**config.mk**
```make
export PLATFORM = sky130hd
export DESIGN_NAME = vram_line_fetcher_flat
export DESIGN_NICKNAME = d
export VERILOG_FILES = /design/src/rtl/video_pkg.sv /design/src/rtl/vram_line_fetcher_if.sv /design/src/rtl/video_word_fifo.sv /design/src/rtl/vram_line_fetcher.sv /design/src/flat_wrapper.sv
export SDC_FILE = /design/constraint.sdc
export NUM_CORES = 1
export LEC_CHECK = 0
export CAP_MARGIN = 30
export CORE_MARGIN = 2
export CORE_UTILIZATION = 55
export DETAILED_ROUTE_END_ITERATION = 8
export GPL_TIMING_DRIVEN = 0
export PLACE_DENSITY = 0.83
export SLEW_MARGIN = 20
export SYNTH_ARGS = -nofsm -noshare
export SYNTH_HDL_FRONTEND = slang
export SYNTH_HIERARCHICAL = 1
export SYNTH_SLANG_ARGS = --single-unit
```
**constraint.sdc**
```tcl
create_clock -name clk -period 4.88 [get_ports clk]
set_input_delay 0.732 -clock clk [delete_from_list [all_inputs] [get_ports clk]]
set_output_delay 0.732 -clock clk [all_outputs]
set_load 0.1 [all_outputs]
```
**src/rtl/video_pkg.sv**
```systemverilog
// video_pkg: shared VRAM/pixel widths and the line-fetch state encoding.
//   VRAM_AW/VRAM_DW  VRAM video port address/data width
//   PIX_W            pixel index width
//   VRAM_RD_LATENCY  clocks from read issue to valid read data
package video_pkg;
  localparam int VRAM_AW = 16;
  localparam int VRAM_DW = 16;
  localparam int PIX_W = 8;
  localparam int VRAM_RD_LATENCY = 1;
  typedef enum logic [1:0] {FS_IDLE, FS_FETCH, FS_DONE} fetch_state_t;
endpackage

```
**src/rtl/vram_line_fetcher_if.sv**
```systemverilog
// vram_line_fetcher_if: VRAM video-port bus between the line fetcher and the VRAM.
//   addr  word address (master -> slave)
//   re    read strobe, one word per cycle (master -> slave)
//   we    write strobe, always 0 from the fetcher (master -> slave)
//   data  read data, valid one clock after re (slave -> master)
interface vram_line_fetcher_if;
  import video_pkg::*;
  logic [VRAM_AW-1:0] addr;
  logic re;
  logic we;
  logic [VRAM_DW-1:0] data;
  modport master (output addr, re, we, input data);
  modport slave (input addr, re, we, output data);
endinterface

```
**src/rtl/video_word_fifo.sv**
```systemverilog
// video_word_fifo: synchronous show-ahead word FIFO with flush and occupancy count.
//   clk, rst_n     clock, asynchronous active-low reset
//   flush          empties the FIFO, overriding push/pop
//   push, wdata    write one word (push with pop honoured even when full)
//   pop, rdata     rdata is the head word; pop on empty is ignored
//   count          words held (0..DEPTH)
//   empty, full    occupancy flags
module video_word_fifo #(
  parameter int DEPTH = 16,
  parameter int WIDTH = 16
) (
  input  logic                     clk,
  input  logic                     rst_n,
  input  logic                     flush,
  input  logic                     push,
  input  logic [WIDTH-1:0]         wdata,
  input  logic                     pop,
  output logic [WIDTH-1:0]         rdata,
  output logic [$clog2(DEPTH):0]   count,
  output logic                     empty,
  output logic                     full
);
  localparam int AW = $clog2(DEPTH);
  logic [WIDTH-1:0] mem [DEPTH];
  logic [AW-1:0] wr_ptr, rd_ptr;
  logic do_push, do_pop;
  assign empty = count == '0;
  assign full = count == (AW+1)'(DEPTH);
  assign do_pop = pop && !empty;
  assign do_push = push && (!full || do_pop);
  assign rdata = mem[rd_ptr];
  always_ff @(posedge clk or negedge rst_n) begin
    if (!rst_n) begin
      wr_ptr <= '0;
      rd_ptr <= '0;
      count <= '0;
    end else if (flush) begin
      wr_ptr <= '0;
      rd_ptr <= '0;
      count <= '0;
    end else begin
      wr_ptr <= do_push ? wr_ptr + 1'b1 : wr_ptr;
      rd_ptr <= do_pop ? rd_ptr + 1'b1 : rd_ptr;
      count <= count + (AW+1)'(do_push) - (AW+1)'(do_pop);
    end
  end
  always_ff @(posedge clk)
    if (do_push && !flush) mem[wr_ptr] <= wdata;
  // The writer's flow control must keep a word from ever being dropped.
  a_no_overflow: assert property (@(posedge clk) disable iff (!rst_n) !(push && !flush && full && !do_pop));
endmodule

```
**src/rtl/vram_line_fetcher.sv**
```systemverilog
// vram_line_fetcher: streams one scanline of VRAM words into a FIFO and unpacks 8bpp pixels.
//   clk, rst_n     clock, asynchronous active-low reset
//   line_start_i   pulse: start (or abort and restart) a scanline fetch
//   line_base_i    first word address, sampled with line_start_i
//   line_words_i   words to fetch, sampled with line_start_i (0 = none)
//   vid            VRAM video port (master side), read-only
//   pix_req_i      consume one pixel this cycle
//   pix_o          registered pixel index, low byte of each word first
//   pix_valid_o    pix_o was loaded from FIFO data this cycle
//   busy_o         current line fetch not yet complete
//   underflow_o    sticky: pixel requested with none available; cleared by line start
module vram_line_fetcher
  import video_pkg::*;
#(
  parameter int FIFO_DEPTH = 16,
  parameter int LEN_W = 9
) (
  input  logic                clk,
  input  logic                rst_n,
  input  logic                line_start_i,
  input  logic [VRAM_AW-1:0]  line_base_i,
  input  logic [LEN_W-1:0]    line_words_i,
  vram_line_fetcher_if.master vid,
  input  logic                pix_req_i,
  output logic [PIX_W-1:0]    pix_o,
  output logic                pix_valid_o,
  output logic                busy_o,
  output logic                underflow_o
);
  localparam int CW = $clog2(FIFO_DEPTH) + 1;
  fetch_state_t state;
  logic [VRAM_AW-1:0] ptr, addr;
  logic [LEN_W-1:0] words_left;
  logic re, pend, byte_sel;
  logic [1:0] inflight;
  logic [CW-1:0] fifo_count;
  logic [VRAM_DW-1:0] head;
  logic fifo_empty, fifo_full, push, pop, take, room;
  // pend marks a read whose data is on vid.data now; a line start drops it as stale.
  assign inflight = {1'b0, re} + {1'b0, pend};
  // Reserve FIFO space for every outstanding read so a returning word always fits.
  assign room = ({1'b0, fifo_count} + (CW+1)'(inflight)) < (CW+1)'(FIFO_DEPTH);
  assign push = pend && !line_start_i;
  assign take = pix_req_i && !line_start_i && !fifo_empty;
  assign pop = take && byte_sel;
  assign vid.addr = addr;
  assign vid.re = re;
  assign vid.we = 1'b0;
  assign busy_o = state != FS_IDLE;
  video_word_fifo #(.DEPTH(FIFO_DEPTH), .WIDTH(VRAM_DW)) u_fifo (
    .clk   (clk),
    .rst_n (rst_n),
    .flush (line_start_i),
    .push  (push),
    .wdata (vid.data),
    .pop   (pop),
    .rdata (head),
    .count (fifo_count),
    .empty (fifo_empty),
    .full  (fifo_full)
  );
  always_ff @(posedge clk or negedge rst_n) begin
    if (!rst_n) begin
      state <= FS_IDLE;
      ptr <= '0;
      addr <= '0;
      words_left <= '0;
      re <= 1'b0;
      pend <= 1'b0;
    end else if (line_start_i) begin
      state <= line_words_i != '0 ? FS_FETCH : FS_IDLE;
      ptr <= line_base_i;
      words_left <= line_words_i;
      re <= 1'b0;
      pend <= 1'b0;
    end else begin
      pend <= re;
      re <= 1'b0;
      case (state)
        FS_FETCH:
          if (words_left != '0 && room) begin
            re <= 1'b1;
            addr <= ptr;
            ptr <= ptr + 1'b1;
            words_left <= words_left - 1'b1;
            state <= words_left == LEN_W'(1) ? FS_DONE : FS_FETCH;
          end
        // The last read is on the bus on entry; once it has gone, its data lands this edge.
        FS_DONE: state <= re ? FS_DONE : FS_IDLE;
        default: state <= FS_IDLE;
      endcase
    end
  end
  always_ff @(posedge clk or negedge rst_n) begin
    if (!rst_n) begin
      pix_o <= '0;
      pix_valid_o <= 1'b0;
      underflow_o <= 1'b0;
      byte_sel <= 1'b0;
    end else if (line_start_i) begin
      pix_valid_o <= 1'b0;
      underflow_o <= 1'b0;
      byte_sel <= 1'b0;
    end else if (pix_req_i) begin
      pix_o <= fifo_empty ? '0 : (byte_sel ? head[15:8] : head[7:0]);
      pix_valid_o <= !fifo_empty;
      underflow_o <= underflow_o | fifo_empty;
      byte_sel <= byte_sel ^ take;
    end else begin
      pix_valid_o <= 1'b0;
    end
  end
  a_fifo_never_full_on_push: assert property (@(posedge clk) disable iff (!rst_n) !(push && fifo_full && !pop));
endmodule
```
**src/flat_wrapper.sv**
```systemverilog
// flat-port wrapper written by rule: the top's interface ports become plain ports
module vram_line_fetcher_flat import video_pkg::*;
#(
  parameter int FIFO_DEPTH = 16,
  parameter int LEN_W = 9
)
  (clk, rst_n, line_start_i, line_base_i, line_words_i, pix_req_i, pix_o, pix_valid_o, busy_o, underflow_o, vid_addr, vid_re, vid_we, vid_data);
  vram_line_fetcher_if vid_i ();
  input  logic clk;
  input  logic rst_n;
  input  logic line_start_i;
  input  logic [VRAM_AW-1:0] line_base_i;
  input  logic [LEN_W-1:0] line_words_i;
  input  logic pix_req_i;
  output logic [PIX_W-1:0] pix_o;
  output logic pix_valid_o;
  output logic busy_o;
  output logic underflow_o;
  output wire logic [$bits(vid_i.addr)-1:0] vid_addr;
  output wire logic [$bits(vid_i.re)-1:0] vid_re;
  output wire logic [$bits(vid_i.we)-1:0] vid_we;
  input wire logic [$bits(vid_i.data)-1:0] vid_data;
  assign vid_addr = vid_i.addr;
  assign vid_re = vid_i.re;
  assign vid_we = vid_i.we;
  assign vid_i.data = vid_data;
  vram_line_fetcher #(.FIFO_DEPTH(FIFO_DEPTH), .LEN_W(LEN_W)) u_core (.clk(clk), .rst_n(rst_n), .line_start_i(line_start_i), .line_base_i(line_base_i), .line_words_i(line_words_i), .vid(vid_i), .pix_req_i(pix_req_i), .pix_o(pix_o), .pix_valid_o(pix_valid_o), .busy_o(busy_o), .underflow_o(underflow_o));
endmodule
```
; Word-level counts from Yosys, hierarchy flattened
; Memory sizes are Yosys's and may differ from the RTL's.
; Cells that the tools add are included.
[op_classes]
addsub = 8
multipliers = 0
div = 0
magnitude_cmp = 1
eq_ne = 5
shift = 0
n_mux = 31
bitwise = 3
n_reduce_logical = 24
[ops]
columns = op, n
row1 = $mux 16, 3
row2 = $mux 9, 3
row3 = $reduce_bool 9->1, 2
row4 = $add 16x1->16 const B, 1
row5 = $mux 4, 4
row6 = $mux 8, 2
row7 = $mux 1, 13
row8 = $reduce_bool 2->1, 6
row9 = $eq 9x1->1 const B, 1
row10 = $sub 9x1->9 const B, 1
row11 = $add 4x1->4 const B, 2
row12 = $logic_and 1x1->1, 8
row13 = $mux 2, 4
row14 = $add 5x2->6, 1
row15 = $lt 6x5->1 const B, 1
row16 = $add 5x1->5, 1
row17 = $eq 5x5->1 const B, 1
row18 = $logic_not 5->1, 1
row19 = $mux 5, 1
row20 = $sub 5x1->5, 1
row21 = $pmux 2 s2, 1
row22 = $reduce_and 2->1, 2
row23 = $logic_not 1->1, 3
row24 = $ne 3x2->1 const B, 1
row25 = 8 further kinds, 8
[word_totals]
ff_bits = 69
latchBits = 0
ramBits = 256
mem_bits_ro = 0
input_bits = 45
out_inout_bits = 29
elab_cells = 86
mem_count = 1
[mem_list]
columns = name, words, word_bits, read_ports, rd_ports_with_merged_regs, wr, line_no
row1 = u_core.u_fifo.mem, 16, 16, 1, 0, 1, video_word_fifo.sv:24  ; logic [WIDTH-1:0] mem [DEPTH];

; Depth between registers and ports, before layout
[logic_depth]
word_depth = 10
depth_mapped = 18
mapped_depth_nobuf = 15

; Hierarchy
; Netlist, hierarchy kept.
[by_module_without_submodules]
columns = module, n_inst, cells_per_inst, area_each_um2, seq_area_each_um2
row1 = video_word_fifo, 1, 566, 10953.0, 8012.7
row2 = vram_line_fetcher, 1, 301, 2961.6, 1401.3

; Least setup slack after synthesis
; Ideal clock, no wire load.
[synth_timing]
path_type = input -> register
startpoint = in line_start_i
endpoint = mem u_core.u_fifo.mem[0][0], enable pin
setup_ns = 0.409
arrival_ns = 3.504
t_required_ns = 4.471
path_slack_ns = 0.966
cell_stages = 11
n_path_buf = 2
cell_sequence = inv_2 -> nand2_1 -> or2_2 -> clkbuf_1 -> inv_1 -> ha_1 -> clkbuf_1 -> inv_1 -> a211oi_2 -> nand2_1 -> nor3_1
[synth_via]
elab_chain_cells = 10
word_cells_on_any_way = 11
cone_classes = mux: 2 / reduce/logical: 9
[synth_rtl]
columns = item, line_no
row1 = start: declaration, flat_wrapper.sv:11  ; input logic line_start_i;
row2 = $logic_not 1->1, vram_line_fetcher.sv:44  ; assign take = pix_req_i && !line_start_i && !fifo_empty;
row3 = $logic_and 1x1->1 (2 in series), vram_line_fetcher.sv:44
row4 = $logic_and 1x1->1, vram_line_fetcher.sv:45  ; assign pop = take && byte_sel;
row5 = via u_core.pop, vram_line_fetcher.sv:38  ; logic fifo_empty, fifo_full, push, pop, take, room;
row6 = $logic_and 1x1->1, video_word_fifo.sv:29  ; assign do_pop = pop && !empty;
row7 = $logic_or 1x1->1, video_word_fifo.sv:30  ; assign do_push = push && (!full || do_pop);
row8 = $logic_and 1x1->1, video_word_fifo.sv:30
row9 = $logic_and 1x1->1, video_word_fifo.sv:48  ; if (do_push && !flush) mem[wr_ptr] <= wdata;
row10 = $mux 1, video_word_fifo.sv:48
row11 = $mux 1 (implied by the code), video_word_fifo.sv:48
row12 = end: declaration, video_word_fifo.sv:24
; The timed path passes the listed nets, and every way through them passes these cells.

; Final worst setup path
[layout_timing]
startpoint = in line_start_i
endpoint = mem u_core.u_fifo.mem[3][12], enable pin
; Same word-level chain as after synthesis.

==> metrics <==
Layout area overhead 17.17%; main flop type after synthesis edfxtp_1; final weighted congestion in routability-driven placement 0.8650; Combinational Power Share 0.179; HP Class input port to async pin; post-CTS setup buffer count 0; NumNets Final 1053; worst relative slew slack 0.3005; grt total ovfl 0; CP Launch Type input port; WL per Instance 24.25 microns; Worst Path Required 5160 ps; status finished clean; Post-synth EDFFs 256; # resized after CTS 0; Max Slew Vio Count 0; Leakage 0.005517 uW; DP HPWL 22.58 mm; number of global-route vias before repair 8550; Clock Power Share 0.339; CP arrival 4800 ps; Iter 0 DRT Violations 858; number of vias per cell 6.342; skew final 26.17 ps; Final Util 0.6512; clock buffer depth 3; largest area contributor in the netlist edfxtp_1; first-pass GRT wire length 49.78 mm; Max FO, Critical Path 10; CTS tree yes; Setup-failing EPs final 0; Post-Synthesis Cells 867; # IOs 74; row cnt 58; die width 163.1 microns; Residual DRC 0; Clock Sinks 325; cell area after synthesis 13910 sq um; Final Hold Viols 0; post-placement cell count 1287; Seq pwr share 0.482; R2R depth 18; H-tree depth 1; port bufs 72; ant diodes 0; synth unique cells 59; pin count of the biggest net entering global routing 56; Final period util 0.9261; GRT Total Usage 0.2495; initial cell density of the core 0.5558; CP Capture Type register; critical path type input port to register; r2r endpoint u_core/u_fifo/count[4]; initial antenna violation count 0; fraction of registers with async set/reset 0.2123; worst r2r src u_core/u_fifo/count[2]; f_max 221.3 MHz; min Tclk post-route 4520 ps; Clock Latency Late Sink 580 ps; Die Ht 163.1 microns; Pwr per Cell Area 408.2 nW/um^2; Sw Share 0.2980; hold_ws 31.98 ps; top cells by area, synth edfxtp_1 (55%), dfrtp_1 (12%), mux2i_1 (5.5%); die footprint 26590 sq um; RSZ-0062 raised after global routing false; Clk pin slew, worst setup/hold paths 60 ps; share of the synthesized area in the top cell type 0.5525; Max IR drop VDD 0.2262 mV; Routed WL 32.57 mm; Final Non-Filler Cells 1343; FF-to-FF setup slack 610 ps; post-synthesis average cell area 16.05 sq um; share of cells above drive strength 1 0.1974; setup total negative slack 0 ps; Yosys reg bits 325; Via Count 8517; DR pass1 iterations 7; Root Buffer clkbuf_16; switching power total 1983 uW; CTS buffer count 30; core area 25040 sq um; Syn Nets 931; yosys warns 6; sequential element share of the synthesized area 0.6766; CTS Hold Buffers Added 0; Worst-Margin Slew 1046 ps; internal power 4672 uW; max cap viols 0; antenna viol nets, final 0
## cell families (layout without fill, tap and decap cells)
logic type      count (synthesis)  after routing  share of synthesized area
compound gates                140            140                    0.08489
other cells                     1              1                  0.0002695
xor+xnor                        9              9                   0.005665
fa+ha+maj                      19             19                    0.01762
mux                           124            124                     0.1194
simple gates                  173            173                    0.06339
flops                         325            325                     0.6766
buf+inv                        76            222                    0.03219
## flip-flops by register name, summed over array words and instances, names as in the netlist, 2 cells and up
signal,cells
u_core/pix_o,8
u_core/vid.addr,16
u_core/words_left,9
u_core/u_fifo/rd_ptr,4
u_core/u_fifo/mem,256
u_core/state,2
u_core/ptr,16
u_core/u_fifo/wr_ptr,4
u_core/u_fifo/count,5
## metal layers
layer	share of wire	track usage	wire length, microns
met1	0.39	0.3495	12780
met2	0.48	0.4004	15610
met3	0.094	0.04038	3070
met4	0.034	0.09131	1105
met5	0	0	0
## cell usage in the layout, fill, tap and decap left out, types with 27 or more instances in the layout
cell type        Yosys  final
mux2i_1             76     76
nand2_1             42     42
dfrtp_1             69     69
a221oi_2            30     30
clkbuf_1            22     27
mux4_2              32     32
edfxtp_1           256    256
clkbuf_16            0     30
clkdlybuf4s50_1      0     71
nor2_1              47     35
o21ai_0             29     29
## cell usage after synthesis (2+ instances only)
cell type    n
o41ai_1      2
or3_1        2
and3_1       2
or4_1       22
xnor2_1      5
o21ai_0     29
a21oi_1      6
o31ai_1     17
inv_2        2
nor4_1       4
nand2b_1     2
nor3_1       7
a22oi_1     17
a221oi_2    30
o311ai_0     3
o21ai_1      3
and2_1       3
mux2_2      16
buf_12       4
a221oi_1     3
nand3_1     19
a31oi_1     18
buf_2       12
edfxtp_1   256
nor2b_1      7
o211ai_1     4
mux4_2      32
nand4_1      4
buf_6        9
buf_4        4
xor2_1       4
inv_1       22
or2_2        2
and4_1       2
dfrtp_1     69
ha_1        18
nor2_1      47
nand2_1     42
clkbuf_1    22
mux2i_1     76
## metrics by stage
step	power, uW	worst slack (ps)	area, sq um
6_report	6655	360.4	16300
5_1_grt	6856	104.6	16300
4_1_cts	6668	382.1	16300
3_5_place_dp	4445	-200.7	15340
3_3_place_gp	4418	-1134	15050
2_1_floorplan	4078	966.5	13910
## worst max path at each step
stage	start	end	slack (ps)	cells after the start
2_1_floorplan	line_start_i	u_core/u_fifo/mem[0][0]	970	11
5_1_grt	line_start_i	u_core/u_fifo/mem[2][15]	100	13
3_5_place_dp	line_start_i	u_core/u_fifo/mem[3][2]	-200	13
6_report	line_start_i	u_core/u_fifo/mem[3][12]	360	13
3_3_place_gp	line_start_i	u_core/u_fifo/mem[3][3]	-1130	12
4_1_cts	line_start_i	u_core/u_fifo/mem[3][12]	380	13
## worst max-delay path: stages
cell and delay, ps:
clkdlybuf4s50_1 640, inv_2 260, nand2_1 290, or2_2 370, clkbuf_1 240, inv_1 120, ha_1 140, clkbuf_1 340
inv_1 130, a211oi_2 300, nand2_1 230, nor3_2 650, buf_4 330
## power by group through the flow
stage          Clock [uW]  Sequential (uW)  Combinational, uW
6_report             2260             3210               1190
3_5_place_dp            0             3260               1180
2_1_floorplan           0             3800                279
5_1_grt              2400             3220               1240
3_3_place_gp            0             3260               1160
4_1_cts              2270             3210               1180
## area by class of cell
class	count	area (sq um)
Clock buffer	36	783.3
Sequential cell	325	9414
Multi-Input combinational cell	466	4103
Timing Repair Buffer	90	963.4
Inverter	24	90.09
Buffer	52	357.8
Tap cell	330	412.9
Clock inverter	20	178.9
Fill cell	1674	8733
(Power assumes the default switching activity.)
